**config.mk**
```make
export PLATFORM = sky130hd
export DESIGN_NAME = mem_trace_buffer
export DESIGN_NICKNAME = d
export VERILOG_FILES = /design/src/rtl/lvdc_trace_pkg.sv /design/src/rtl/trace_fifo.sv /design/src/rtl/mem_trace_buffer.sv
export SDC_FILE = /design/constraint.sdc
export NUM_CORES = 1
export LEC_CHECK = 0
export CAP_MARGIN = 5
export CORE_UTILIZATION = 25
export DETAILED_ROUTE_END_ITERATION = 10
export DONT_BUFFER_PORTS = 1
export PLACE_DENSITY = 0.44
export SLEW_MARGIN = 20
export SYNTH_ARGS = -nofsm -noshare
export SYNTH_HDL_FRONTEND = slang
export SYNTH_SLANG_ARGS = --single-unit
```
**constraint.sdc**
```tcl
create_clock -name clk -period 17.9 [get_ports clk]
set_input_delay 3.58 -clock clk [delete_from_list [all_inputs] [get_ports clk]]
set_output_delay 3.58 -clock clk [all_outputs]
set_load 0.01 [all_outputs]
```
**src/rtl/lvdc_trace_pkg.sv**
```systemverilog
// Shared widths and the packed trace record for the LVDC memory trace path.
// Field order of trace_rec_t defines the out_data layout {addr, val}.
package lvdc_trace_pkg;

   localparam int unsigned ADDR_W = 15;
   localparam int unsigned WORD_W = 26;
   localparam int unsigned SYL_W  = 13;
   localparam int unsigned REC_W  = ADDR_W + WORD_W;

   typedef struct packed {
      logic [ADDR_W-1:0] addr;
      logic [WORD_W-1:0] val;
   } trace_rec_t;

   function automatic trace_rec_t make_rec(input logic [ADDR_W-1:0] a,
                                           input logic [WORD_W-1:0] v);
      trace_rec_t r;
      r.addr = a;
      r.val  = v;
      return r;
   endfunction

endpackage

```
**src/rtl/trace_fifo.sv**
```systemverilog
// First-word-fall-through record FIFO with power-of-two depth and a synchronous flush.
// Storage is not reset; pop_rec reads as zero whenever the FIFO is empty.
module trace_fifo
   import lvdc_trace_pkg::*;
#(
   parameter int unsigned DEPTH = 16
) (
   input  logic                     clk,
   input  logic                     rst_n,
   input  logic                     clear,
   input  logic                     push,
   input  trace_rec_t               push_rec,
   input  logic                     pop,
   output trace_rec_t               pop_rec,
   output logic                     full,
   output logic                     empty,
   output logic [$clog2(DEPTH):0]   count
);

   localparam int unsigned PTR_W = $clog2(DEPTH);

   trace_rec_t       mem [DEPTH];
   logic [PTR_W-1:0] wr_ptr;
   logic [PTR_W-1:0] rd_ptr;
   logic [PTR_W:0]   count_q;
   logic             do_push;
   logic             do_pop;

   assign empty   = (count_q == '0);
   assign full    = (count_q == (PTR_W+1)'(DEPTH));
   assign do_pop  = pop & ~empty;
   // A push into a full FIFO is legal only when the head leaves in the same cycle.
   assign do_push = push & (~full | do_pop);
   assign count   = count_q;
   assign pop_rec = empty ? '0 : mem[rd_ptr];

   always_ff @(posedge clk) begin
      if (do_push && !clear)
         mem[wr_ptr] <= push_rec;
   end

   always_ff @(posedge clk or negedge rst_n) begin
      if (!rst_n) begin
         wr_ptr  <= '0;
         rd_ptr  <= '0;
         count_q <= '0;
      end else if (clear) begin
         wr_ptr  <= '0;
         rd_ptr  <= '0;
         count_q <= '0;
      end else begin
         if (do_push)
            wr_ptr <= wr_ptr + 1'b1;
         if (do_pop)
            rd_ptr <= rd_ptr + 1'b1;
         case ({do_push, do_pop})
            2'b10:   count_q <= count_q + 1'b1;
            2'b01:   count_q <= count_q - 1'b1;
            default: count_q <= count_q;
         endcase
      end
   end

endmodule

```
**src/rtl/mem_trace_buffer.sv**
```systemverilog
// Memory bus trace capture: qualifies strobed bus samples, suppresses repeats,
// buffers records in trace_fifo and tracks dropped captures when full.
module mem_trace_buffer
   import lvdc_trace_pkg::*;
#(
   parameter int unsigned DEPTH = 16,
   parameter int unsigned DEDUP = 1
) (
   input  logic                     clk,
   input  logic                     rst_n,
   input  logic [ADDR_W-1:0]        mem_addr,
   input  logic [WORD_W-1:0]        mem_val,
   input  logic                     mem_strobe,
   input  logic                     trace_en,
   input  logic                     clear,
   output logic                     out_valid,
   input  logic                     out_ready,
   output logic [REC_W-1:0]         out_data,
   output logic [$clog2(DEPTH):0]   count,
   output logic                     overflow,
   output logic [7:0]               drop_count
);

   trace_rec_t cap_rec;
   trace_rec_t hist_rec;
   trace_rec_t head_rec;
   logic       hist_valid;
   logic       capture;
   logic       dup;
   logic       qualify;
   logic       pop;
   logic       push;
   logic       drop;
   logic       full;
   logic       empty;

   assign cap_rec   = make_rec(mem_addr, mem_val);
   assign capture   = mem_strobe & trace_en & ~clear;
   assign dup       = (DEDUP != 0) && hist_valid && (cap_rec == hist_rec);
   assign qualify   = capture & ~dup;
   assign out_valid = ~empty;
   assign pop       = out_valid & out_ready;
   assign push      = qualify & (~full | pop);
   assign drop      = qualify & full & ~pop;
   assign out_data  = head_rec;

   trace_fifo #(
      .DEPTH (DEPTH)
   ) u_fifo (
      .clk      (clk),
      .rst_n    (rst_n),
      .clear    (clear),
      .push     (push),
      .push_rec (cap_rec),
      .pop      (pop),
      .pop_rec  (head_rec),
      .full     (full),
      .empty    (empty),
      .count    (count)
   );

   // History tracks only records that entered the FIFO; drops leave it untouched.
   always_ff @(posedge clk or negedge rst_n) begin
      if (!rst_n) begin
         hist_valid <= 1'b0;
         hist_rec   <= '0;
         overflow   <= 1'b0;
         drop_count <= '0;
      end else if (clear) begin
         hist_valid <= 1'b0;
         hist_rec   <= '0;
         overflow   <= 1'b0;
         drop_count <= '0;
      end else begin
         if (push) begin
            hist_valid <= 1'b1;
            hist_rec   <= cap_rec;
         end
         if (drop) begin
            overflow <= 1'b1;
            if (drop_count != 8'hFF)
               drop_count <= drop_count + 8'd1;
         end
      end
   end

endmodule

```
### Yosys cells after proc, flatten, opt, wreduce, memory -nomap -nowiden

Memories as Yosys holds them, arrays and structs flattened.
Cells that the tools add are included.

* $add $sub $neg: 5
* eq/ne operators: 5
* mux-type cells: 18
* bitwise operators: 16
* reduce and logical (&&, ||, !) cells: 11

Operators with widths (number)
* two-way mux 41 bit: 3
* == test 41 bit: 1
* two-way mux 8 bit: 3
* two-way mux 4 bit: 4
* case mux 5 bit (2 select lines): 1
* nonzero test 2 bit: 5
* bitwise AND 1 bit: 9
* adder 4 x 1 -> 4 bit (second input constant): 2
* adder 8 x 1 -> 8 bit (second input constant): 1
* inequality test 8 bit (second input constant): 1
* two-way mux 1 bit: 6
* adder 5 x 1 -> 5 bit (second input constant): 1
* == test 5 bit (second input constant): 1
* zero test 5 bit: 1
* two-way mux 5 bit: 1
* NOT 1 bit: 5
* subtractor 5 x 1 -> 5 bit (second input constant): 1
* nonzero test 3 bit: 1
* == test 2 x 1 -> 1 bit (second input constant): 1
* == test 2 bit (second input constant): 1
* logical AND 1 bit: 2
* OR 1 bit: 2
* AND reduction 2 bit: 1
* zero test 1 bit: 1

* register bits: 64
* RAM bits: 656
* input port bits: 47
* output and inout port bits: 56
* logic and storage cells: 64
* memories: 1

Memories
* u_fifo.mem: depth 16, width 41, rd ports 1, clocked after memory_dff 0, wr ports 1, RTL line trace_fifo.sv:22 `trace_rec_t mem [DEPTH];`

### Logic depth before layout (Yosys ltp)

Gate-level depths: netlist (run 1).

* word-level depth: 9
* gate-level depth with buffers: 14
* mapped depth without buffers: 14

### Hierarchy

A second synthesis (run 1) with hierarchy kept.

* cell total of the unflattened synthesis: 1399
* area, all modules: 28532.4 sq um

By module, submodules not included
* trace_fifo: instances 1, cells an instance 1117, area each 25740.9 sq um
* mem_trace_buffer: instances 1, cells an instance 282, area each 2791.4 sq um

### Least setup slack after synthesis (run 1)

No wires, ideal clock.

* path kind: input to register
* start point: input mem_addr[2]
* end point: memory u_fifo.mem[4][0] (netlist name), enable pin
* setup time: 556 ps
* arrival time: 8795 ps
* required time: 17344 ps
* setup slack: 8549 ps
* stages: 7
* buffers on the path: 1
* cells stage by stage: inv_1 -> o22ai_1 -> a2111oi_2 -> nand4_1 -> nand3_2 -> buf_2 -> nor4b_1

* cells in the longest elaborated chain, start to end: 9

RTL lines
* start: declaration: RTL line mem_trace_buffer.sv:11 `input logic [ADDR_W-1:0] mem_addr,`
* == test 41 bit: RTL line mem_trace_buffer.sv:39 `assign dup = (DEDUP != 0) && hist_valid && (cap_rec == hist_rec);`
* logical AND 1 bit: RTL line mem_trace_buffer.sv:39
* NOT 1 bit: RTL line mem_trace_buffer.sv:40 `assign qualify = capture & ~dup;`
* bitwise AND 1 bit: RTL line mem_trace_buffer.sv:40
* bitwise AND 1 bit: RTL line mem_trace_buffer.sv:43 `assign push = qualify & (~full | pop);`
* bitwise AND 1 bit: RTL line trace_fifo.sv:33 `assign do_push = push & (~full | do_pop);`
* logical AND 1 bit: RTL line trace_fifo.sv:38 `if (do_push && !clear)`
* two-way mux 1 bit: RTL line trace_fifo.sv:38
* two-way mux 1 bit (not written as such): RTL line trace_fifo.sv:39 `mem[wr_ptr] <= push_rec;`
* end: declaration: RTL line trace_fifo.sv:22

No other way between the ends.

### Worst setup path in the final report (run 1)

* start point: register u_fifo.rd_ptr[0]
* end point: output out_data[2]

* cells in the longest elaborated chain, start to end: 2

RTL lines
* start: declaration: RTL line trace_fifo.sv:24 `logic [PTR_W-1:0] rd_ptr;`
* start signal: assignment: RTL line trace_fifo.sv:55 `rd_ptr <= rd_ptr + 1'b1;`
* memory (16 x 41 bit)
* two-way mux 41 bit: RTL line trace_fifo.sv:35 `assign pop_rec = empty ? '0 : mem[rd_ptr];`
* end: declaration: RTL line mem_trace_buffer.sv:18 `output logic [REC_W-1:0] out_data,`

No other way between the ends.

==> results of run 1 <==
[worst min path at each step]
stage | start | endpoint | slack, ns | cells after the start
after floorplan | hist_valid$_DFFE_PN0P_ | hist_valid$_DFFE_PN0P_ | 0.49 | 2
after global placement | hist_valid$_DFFE_PN0P_ | hist_valid$_DFFE_PN0P_ | 0.51 | 2
after detailed placement | hist_rec[34]$_DFFE_PN0P_ | hist_rec[34]$_DFFE_PN0P_ | 0.54 | 2
after CTS | hist_valid$_DFFE_PN0P_ | hist_valid$_DFFE_PN0P_ | 0.55 | 2
after global routing | hist_valid$_DFFE_PN0P_ | hist_valid$_DFFE_PN0P_ | 0.58 | 2
final | hist_rec[34]$_DFFE_PN0P_ | hist_rec[34]$_DFFE_PN0P_ | 0.55 | 2
[sequential cells by signal, summed over array words and instances (netlist names)]
register	flops
hist_rec	41
u_fifo.wr_ptr	4
u_fifo.mem	656
drop_count	8
u_fifo.count	5
overflow	1
hist_valid	1
u_fifo.rd_ptr	4
[stage by stage]
step	hold slack [ns]	instances
2_1_floorplan	0.492	1318
6_report	0.550	2923
3_3_place_gp	0.513	2778
4_1_cts	0.554	2923
5_1_grt	0.585	2923
3_5_place_dp	0.542	2778
[layout make-up]
| cell class | instances | area [µm²] |
|---|---|---|
| multi-input combinational | 515 | 7040 |
| timing repair buffer | 28 | 218 |
| tap | 1500 | 1880 |
| clock buffer | 102 | 2110 |
| inverter | 15 | 56.3 |
| sequential | 720 | 21300 |
| fill | 11000 | 80100 |
| clock inverter | 43 | 440 |
[metal layers]
| layer | GRT usage (%) | up-vias | share of wire [%] |
|---|---|---|---|
| met5 | 0 | - | 0 |
| met4 | 2.99 | 0 | 1.9 |
| met3 | 3.11 | 82 | 5.1 |
| met2 | 20.3 | 255 | 49 |
| met1 | 16.9 | 7131 | 44 |
| li1 | - | 5512 | - |
[synthesized netlist by cell type, types with 4 or more instances]
master	number
edfxtp_1	656
mux4_2	205
dfrtp_1	64
nor2b_1	49
and2_1	45
mux2_2	41
xnor2_1	39
clkbuf_1	36
nor2_1	24
nand4_1	16
inv_1	15
nand2_1	15
buf_4	13
ha_1	9
o21ai_0	8
buf_1	7
buf_2	6
buf_6	6
mux2_4	6
nand3_1	6
nand3b_1	5
nor3_1	5
nor4b_1	5
a21oi_1	4
xor2_1	4
[worst max-delay path, cell delays in order (launching register included)]
cell and delay [ns]:
dfrtp_4 0.94, buf_6 0.71, buf_6 0.68, mux4_2 0.60, mux4_2 0.52, and2_1 0.22
[kinds of logic after synthesis]
family	share of synthesized area [%]
XOR/XNOR	1.31
AND/OR/NAND/NOR	3.83
multiplexers	18.1
AO/OA/AOI/OAI	0.546
adder cells (fa/ha/maj)	0.463
buffers and inverters	1.44
flip-flops	74.3
[power groups by stage]
stage / combinational (µW) / sequential [µW] / clock, µW
6_report: 636 / 1900 / 1600
5_1_grt: 701 / 1910 / 1710
4_1_cts: 670 / 1900 / 1650
3_5_place_dp: 668 / 1940 / 0
3_3_place_gp: 663 / 1940 / 0
2_1_floorplan: 529 / 1900 / 0
==> results.tsv, run 1 <==
stage	metric	value	unit
sta	skew	0.0321	ns
finish	final_common_cell	edfxtp_1	
clocking	clk_latency	0.64	ns
logic_synthesis	synth_top_area_share	68.7	%
global_routing	grt_start_max_net_pins	75	
finish	area_growth_syn_to_layout	15.3	%
floorplan	placementRows	123	
clocking	cts.clk_slew.worst_paths	0.06	ns
logic_synthesis	ys_warn_count	0	
finish	final_area	33100	µm²
power_and_ir_drop	power.switching	1040	µW
worst_setup_path	cp-start-kind	register	
sta	min_period	7.95	ns
worst_setup_path	critical_path_class	register to primary output	
finish	finish.net_count	1416	
drt	dr_total_vias	13000	
hold_path	hp-class	register to register	
power_and_ir_drop	p_int	3100	µW
power_and_ir_drop	leakagePower	0.0101	µW
placed_design	place_area	30500	µm²
drt	dr.pass1.iters	5	
logic_synthesis	yosys.cell_types.count	48	
logic_synthesis	async_flop_share	8.89	%
sta	finalWorstSetupSlack	9.95	ns
power_and_ir_drop	p_total	4140	µW
finish	diodes	0	
logic_synthesis	synthesis.area	28700	µm²
finish	final_util	29.2	%
drt	wl	72.1	mm
worst_setup_path	rr_endpoint	u_fifo.mem[10][1]$_DFFE_PP_	
power_and_ir_drop	ir_worst_vdd	0.0834	mV
logic_synthesis	synth_seq_cells	720	
drt	viasPerCell	4.44	
clocking	cts_buffers	79	
global_routing	grt_pass1_vias	14200	
clocking	ctsHoldBuffers	0	
logic_synthesis	synthFlopType	edfxtp_1	
global_routing	grt_pass1_wl	105	mm
drt	drc	0	
sta	setup_viol	0	
sta	final-max-slew-violation-count	0	
placed_design	dp_worst_setup_slack	10.04	ns
sta	timing.slew.headroom	25.6	%
placed_design	gp_congestion	0.701	
drt	ant_nets	0	
floorplan	io_pins	103	
global_routing	grt.overflow.total	0	
worst_setup_path	critical_path.endpoint	out_data[2]	
placed_design	place_hpwl	38.1	mm
worst_setup_path	cp-end-kind	primary output	
global_routing	grt_usage	12.5	%
clocking	clock-sinks	720	
clocking	ctsLongestPathBuffers	3	
floorplan	fp.dieW	341	µm
job	cap_viol_max_count	0	
logic_synthesis	ys_seq_area_share	74.3	%
power_and_ir_drop	p_seq_share	45.9	%
sta	fin_tns_setup	0	ns
sta	finalHoldViolCount	0	
clocking	ctsResizeCount	0	
power_and_ir_drop	clockPowerShare	38.8	%
worst_setup_path	rrSetupSlack	13.36	ns
logic_synthesis	synth_nets	1375	
sta	worstMarginPinSlew	1.11	ns
clocking	cts_tree	yes	
worst_setup_path	rr_worst_depth	9	
logic_synthesis	synth_area_leaders	edfxtp_1 (69%), mux4_2 (16%), dfrtp_1 (5.6%), mux2_2 (1.6%), xnor2_1 (1.2%)	
clocking	root_buffer	clkbuf_16	
sta	rsz0062_at_grt	no	
placed_design	io_buffers	0	
sta	max_freq	0.126	GHz
power_and_ir_drop	p_per_area	125	nW/µm²
logic_synthesis	syn_area_per_cell	21.7	µm²
drt	drt-initial-drc-count	946	
logic_synthesis	yosys.area.top_type	edfxtp_1	
worst_setup_path	cp_max_fo	52	
drt	wire_per_inst	24.7	µm
logic_synthesis	synth_edf_count	656	
floorplan	dieArea	116000	µm²
worst_setup_path	arrival	4.37	ns
worst_setup_path	cp-startpoint	u_fifo.rd_ptr[0]$_DFFE_PN0P_	
power_and_ir_drop	switching_share	25.2	%
sta	post-route-period-util	44.4	%
global_routing	antenna_found_initial	2	
run_status	status	finished, final reports clean	
worst_setup_path	r2r-start	hist_rec[39]$_DFFE_PN0P_	
floorplan	core_area	113000	µm²
finish	layout_common_cells	edfxtp_1 (656), mux4_2 (205), clkbuf_16 (80)	
clocking	cts_setup_buffers	0	
worst_setup_path	required	14.32	ns
finish	drive_gt1_share	29.5	%
clocking	htree_levels	3	
logic_synthesis	synthCells	1318	
floorplan	die_h	341	µm
floorplan	initial_utilization	25.3	%
power_and_ir_drop	comb_power_share	15.4	%
No activity file was read; power rests on OpenSTA's default activity.
==> run 2: changes to the inputs <==
--- a/config.mk
+++ b/config.mk
@@ -9,7 +9,7 @@
 export CORE_UTILIZATION = 25
 export DETAILED_ROUTE_END_ITERATION = 10
 export DONT_BUFFER_PORTS = 1
-export PLACE_DENSITY = 0.44
+export PLACE_DENSITY = 0.46
 export SLEW_MARGIN = 20
 export SYNTH_ARGS = -nofsm -noshare
 export SYNTH_HDL_FRONTEND = slang
==> constraint.sdc (replaced) <==
create_clock -name clk -period 7.26 [get_ports clk]
set_input_delay 1.452 -clock clk [delete_from_list [all_inputs] [get_ports clk]]
set_output_delay 1.452 -clock clk [all_outputs]
set_load 0.01 [all_outputs]
==> run 2 against run 1 <==
Effect of this change: design area up 0.26%; sequential power rose by 150%; highest routed layer unchanged; cell count up 0.24%; flip-flop and latch count did not move; largest power group unchanged.
==> results.tsv, run 2 (synthesis gave the netlist of run 1 again) <==
stage	metric	value	unit	change
clocking	ctsResizeCount	0		unchanged
sta	finalHoldViolCount	0		unchanged
sta	hold_slack	0.519	ns	-0.0313 ns
placed_design	place_hpwl	40.5	mm	+6.2%
worst_setup_path	required	5.81	ns	-8.51 ns
clocking	cts.clk_slew.worst_paths	0.06	ns	about the same
sta	setup_viol	0		unchanged
sta	min_period	5.05	ns	
clocking	root_buffer	clkbuf_16		
sta	skew	0.0442	ns	+0.0120 ns
drt	wl	68.2	mm	-5.5%
floorplan	core_area	113000	µm²	unchanged
power_and_ir_drop	ir_worst_vdd	0.201	mV	+140%
sta	fin_tns_setup	0	ns	unchanged
worst_setup_path	critical_path_class	register to primary output		
sta	timing.slew.headroom	29.3	%	+3.7 points
placed_design	gp_congestion	0.746		+6.3%
clocking	cts_tree	yes		
floorplan	fp.dieW	341	µm	unchanged
finish	area_growth_syn_to_layout	15.6	%	
floorplan	dieArea	116000	µm²	unchanged
power_and_ir_drop	switching_share	25.2	%	+0.045 points
worst_setup_path	cp_max_fo	53		+1.9%
power_and_ir_drop	clockPowerShare	38.4	%	-0.4 points
clocking	clock-sinks	720		unchanged
drt	viasPerCell	4.40		-0.88%
hold_path	hp-class	primary input to async pin		
drt	dr.pass1.iters	4		-1
worst_setup_path	arrival	3.60	ns	-0.77 ns
finish	finish.net_count	1423		+0.49%
finish	final_util	29.3	%	+0.075 points
global_routing	grt_start_max_net_pins	82		+9.3%
clocking	clk_latency	0.64	ns	about the same
sta	rsz0062_at_grt	no		
job	cap_viol_max_count	0		unchanged
global_routing	grt_pass1_wl	101	mm	-3.8%
power_and_ir_drop	comb_power_share	15.5	%	about the same
power_and_ir_drop	power.switching	2570	µW	+150%
drt	wire_per_inst	23.3	µm	-5.7%
power_and_ir_drop	leakagePower	0.0102	µW	+0.52%
power_and_ir_drop	p_per_area	307	nW/µm²	+150%
floorplan	placementRows	123		unchanged
floorplan	die_h	341	µm	unchanged
drt	dr_total_vias	12900		-0.65%
global_routing	grt.overflow.total	0		unchanged
finish	diodes	0		unchanged
placed_design	place_area	30600	µm²	+0.23%
clocking	cts_setup_buffers	0		unchanged
finish	reg_top3	u_fifo.mem (656), hist_rec (41), drop_count (8)		
clocking	ctsLongestPathBuffers	3		unchanged
clocking	htree_levels	3		unchanged
drt	ant_nets	0		unchanged
worst_setup_path	cp-start-kind	register		
power_and_ir_drop	p_int	7610	µW	+150%
power_and_ir_drop	p_seq_share	46.2	%	+0.3 points
clocking	cts_buffers	80		+1.3%
floorplan	io_pins	103		unchanged
clocking	ctsHoldBuffers	0		unchanged
finish	regMostFlops	u_fifo.mem		
worst_setup_path	cp-end-kind	primary output		
finish	final_area	33100	µm²	+0.26%
worst_setup_path	rrSetupSlack	3.21	ns	-10.15 ns
drt	drt-initial-drc-count	963		+1.8%
finish	drive_gt1_share	29.8	%	+0.28 points
sta	final-max-slew-violation-count	0		unchanged
global_routing	grt_usage	11.9	%	-0.63 points
finish	largest_register_ffs	656		unchanged
sta	worstMarginPinSlew	1.06	ns	-0.0458 ns
sta	max_freq	0.198	GHz	
global_routing	antenna_found_initial	0		-2
drt	drc	0		unchanged
placed_design	io_buffers	0		unchanged
global_routing	grt_pass1_vias	14000		-1.1%
finish	layout_common_cells	edfxtp_1 (656), mux4_2 (205), clkbuf_16 (80)		
finish	final_common_cell	edfxtp_1		
sta	post-route-period-util	69.5	%	
floorplan	initial_utilization	25.3	%	unchanged
run_status	status	finished, final reports clean		
run 2: cell count changes in the layout (fill, tap and decap cells not counted), sizes merged:
cell,delta
clkinvlp,-3
clkinv,+5
bufinv,-1
buf,+6
run 2: cell type report:
cell class,instances,area [µm²]
Fill cell,11000,80000
Tap cell,1500,1880
Timing Repair Buffer,34,313
Multi-Input combinational cell,515,7040
Clock inverter,44,439
Inverter,15,56.3
Clock buffer,102,2100
Sequential cell,720,21300
run 2: layer usage:
metal | track usage, % | vias to the layer above | part of all wire, %
met2 | 19.5 | 223 | 49
met3 | 3.16 | 87 | 5.1
li1 | - | 5512 | -
met4 | 3.03 | 0 | 1.9
met5 | 0 | - | 0
met1 | 15.7 | 7074 | 44
run 2: worst paths after layout:
path                                              start                            to  depth (start not counted)
max                        u_fifo.rd_ptr[0]$_DFFE_PN0P_                  out_data[35]                          4
min                                               rst_n      hist_rec[17]$_DFFE_PN0P_                          0
max reg2reg                    hist_rec[33]$_DFFE_PN0P_  u_fifo.mem[15][32]$_DFFE_PP_                          8
min reg2reg                      hist_valid$_DFFE_PN0P_        hist_valid$_DFFE_PN0P_                          2
max in group asynchronous                         rst_n      hist_rec[39]$_DFFE_PN0P_                          0
min in group clk                 hist_valid$_DFFE_PN0P_        hist_valid$_DFFE_PN0P_                          2
run 2: critical path: stages (launching register included):
cell and delay (ns):
dfrtp_4 1.04, buf_12 0.47, mux4_2 0.62, mux4_2 0.55, and2_1 0.22
run 2: power groups by stage:
stage	Sequential [µW]	Clock [µW]	Combinational (µW)
CTS	4700	4020	1660
global route	4710	4180	1740
detailed placement	4790	0	1660
finish	4700	3910	1570
global placement	4790	0	1650
floorplan	4690	0	1300
run 2: metrics by stage:
step / setup WS, ns / instances / power, µW
after CTS: 2.04 / 2929 / 10400
after global placement: 2.19 / 2783 / 6440
final: 2.21 / 2930 / 10200
after floorplan: 0.0370 / 1318 / 5990
after detailed placement: 2.18 / 2783 / 6450
after global routing: 1.94 / 2930 / 10600
==> run 3: changes to the inputs <==
==> constraint.sdc (replaced) <==
create_clock -name clk -period 4.2 [get_ports clk]
set_input_delay 0.84 -clock clk [delete_from_list [all_inputs] [get_ports clk]]
set_output_delay 0.84 -clock clk [all_outputs]
set_load 0.01 [all_outputs]
==> run 3 against run 2 <==
Effect of this change: utilization is 0.39 points higher; register-to-register slack worse by 2.6 ns; setup slack worse by 2.0 ns; power is 76% higher; worst hold slack worse by 0.44 ns; design area is 1.3% higher; via count is 1.5% higher; critical endpoint is now out_data[0]; highest routed layer unchanged.
==> results.tsv, run 3 (synthesis gave the netlist of run 1 again) <==
stage	metric	value	unit	change
clocking	root_buffer	clkbuf_16		
drt	wl	71.2	mm	+4.5%
clocking	clock-sinks	720		unchanged
placed_design	place_hpwl	41.5	mm	+2.5%
finish	fin_cells	2962		+1.1%
global_routing	grt.overflow.total	0		unchanged
clocking	cts.clk_slew.worst_paths	0.05	ns	about the same
job	cap_viol_max_count	0		unchanged
placed_design	gp_congestion	0.730		-2.1%
finish	drive_gt1_share	31.0	%	+1.2 points
finish	largest_register_ffs	656		unchanged
sta	max_freq	0.250	GHz	
finish	layout_common_cells	edfxtp_1 (656), mux4_2 (205), clkbuf_16 (86)		
floorplan	core_area	113000	µm²	unchanged
power_and_ir_drop	ir_worst_vdd	0.316	mV	+57%
drt	dr_total_vias	13100		+1.5%
floorplan	io_pins	103		unchanged
clocking	cts_buffers	83		+3.8%
sta	timing.slew.headroom	40.5	%	+11 points
finish	reg_top3	u_fifo.mem (656), hist_rec (41), drop_count (8)		
floorplan	placementRows	123		unchanged
global_routing	grt_start_max_net_pins	75		-8.5%
placed_design	place_inst	2805		+0.79%
drt	wl_met1	30.5	mm	+1.3%
clocking	htree_levels	3		unchanged
worst_setup_path	slowest_delay	0.83	ns	-0.21 ns
clocking	clk_latency	0.63	ns	about the same
global_routing	antenna_found_initial	2		+2
sta	min_period	4.00	ns	
finish	final_util	29.7	%	+0.39 points
placed_design	place_area	30900	µm²	+1.2%
power_and_ir_drop	p_per_area	532	nW/µm²	+73%
finish	final_common_cell	edfxtp_1		
finish	final_area	33600	µm²	+1.3%
drt	routed-wl-met3	3.83	mm	+11%
global_routing	grt_pass1_vias	14400		+2.3%
worst_setup_path	cp-end-kind	primary output		
drt	dr.pass1.iters	5		+1
floorplan	die_h	341	µm	unchanged
hold_path	hp-class	primary input to async pin		
drt	dr_wl_met2	35.8	mm	+7.6%
clocking	ctsLongestPathBuffers	3		unchanged
power_and_ir_drop	leakagePower	0.0104	µW	+2.1%
worst_setup_path	cp_slowest_cell	dfrtp_4		
placed_design	io_buffers	0		unchanged
finish	area_growth_syn_to_layout	17.2	%	
floorplan	fp.dieW	341	µm	unchanged
worst_setup_path	cp_max_fo	26		-51%
drt	wire_per_inst	24.1	µm	+3.4%
worst_setup_path	cp-start-kind	register		
worst_setup_path	critical_path_class	register to primary output		
run_status	status	finished, final reports clean		
sta	worstMarginPinSlew	0.890	ns	-0.171 ns
sta	finalHoldViolCount	0		unchanged
global_routing	grt_usage	12.4	%	+0.49 points
drt	ant_nets	0		unchanged
sta	skew	0.0231	ns	-0.0211 ns
worst_setup_path	crit_path_cell_trace	buf_12, mux4_2, mux4_2, and2_1		
sta	final-max-slew-violation-count	0		unchanged
global_routing	grt_pass1_wl	104	mm	+2.8%
finish	regMostFlops	u_fifo.mem		
floorplan	initial_utilization	25.3	%	unchanged
worst_setup_path	worst_path_most_repeated_cell	mux4_2		
drt	routed.top_layer	met4		
drt	viasPerCell	4.42		+0.45%
finish	finish.net_count	1448		+1.8%
worst_setup_path	required	3.36	ns	-2.45 ns
sta	post-route-period-util	95.3	%	
floorplan	dieArea	116000	µm²	unchanged
drt	drt-initial-drc-count	876		-9.0%
drt	drc	0		unchanged
worst_setup_path	arrival	3.16	ns	-0.44 ns
sta	setup_viol	0		unchanged
clocking	cts_tree	yes		
sta	rsz0062_at_grt	no		
==> run 3: cell types whose count changed in the layout (fill, tap and decap cells not counted), sizes merged <==
cell	change
buf	+22
diode	+2
clkinvlp	+1
clkinv	+3
clkbuf	+4
==> run 3: routing by layer <==
layer  up-vias  track usage [%]
met3        66             2.99
met4         0             3.22
li1       5590                -
met1      7194             15.8
met5         -                0
met2       245             21.1
==> run 3: cell type report <==
cell class                 instances  area, µm²
tap                             1500       1880
antenna                            2       5.00
multi-input combinational        515       7080
inverter                          15       56.3
clock buffer                     106       2230
clock inverter                    48        395
timing repair buffer              56        628
fill                           10900      79500
sequential                       720      21300
==> run 3: where the power goes <==
part	total, µW	internal, µW	switching [µW]
Combinational	2900	1440	1460
Clock	6910	4070	2840
Sequential	8070	7910	157
Total	17900	13400	4460
==> run 3: repair_timing <==
action | CTS | global route
hold buffers | 1 | 0
setup buffers | 0 | 0
resized for setup | 0 | 0
endpoints found under the hold margin | 64 | 0
==> run 3: through the flow <==
stage / setup TNS, ns / power, µW / setup WS [ns] / hold WS [ns]
2_1_floorplan: -109.68 / 10400 / -0.892 / 0.492
6_report: 0 / 17900 / 0.197 / 0.0786
3_3_place_gp: 0 / 11200 / 0.253 / 0.511
4_1_cts: 0 / 18200 / 0.103 / 0.0649
3_5_place_dp: 0 / 11200 / 0.272 / 0.519
5_1_grt: 0 / 18600 / 0.0637 / 0.0848
==> run 3: path summary, 6_finish.rpt <==
kind,start,end,slack [ns],cells past startpoint
max,u_fifo.rd_ptr[0]$_DFFE_PN0P_,out_data[0],0.20,4
max reg2reg,hist_rec[29]$_DFFE_PN0P_,u_fifo.count[4]$_DFFE_PN0P_,0.62,14
max in group asynchronous,rst_n,hist_rec[8]$_DFFE_PN0P_,3.76,1
min in group clk,clear,drop_count[3]$_DFFE_PN0P_,0.28,1
min reg2reg,hist_valid$_DFFE_PN0P_,hist_valid$_DFFE_PN0P_,0.53,2
min,rst_n,u_fifo.count[2]$_DFFE_PN0P_,0.08,1
==> run 3: critical path: cells and delay by family (launching register included) <==
kind | cells | cell delay (ns)
multiplexers | 2 | 1.12
flip-flops | 1 | 0.83
buffers and inverters | 1 | 0.32
AND/OR/NAND/NOR | 1 | 0.24
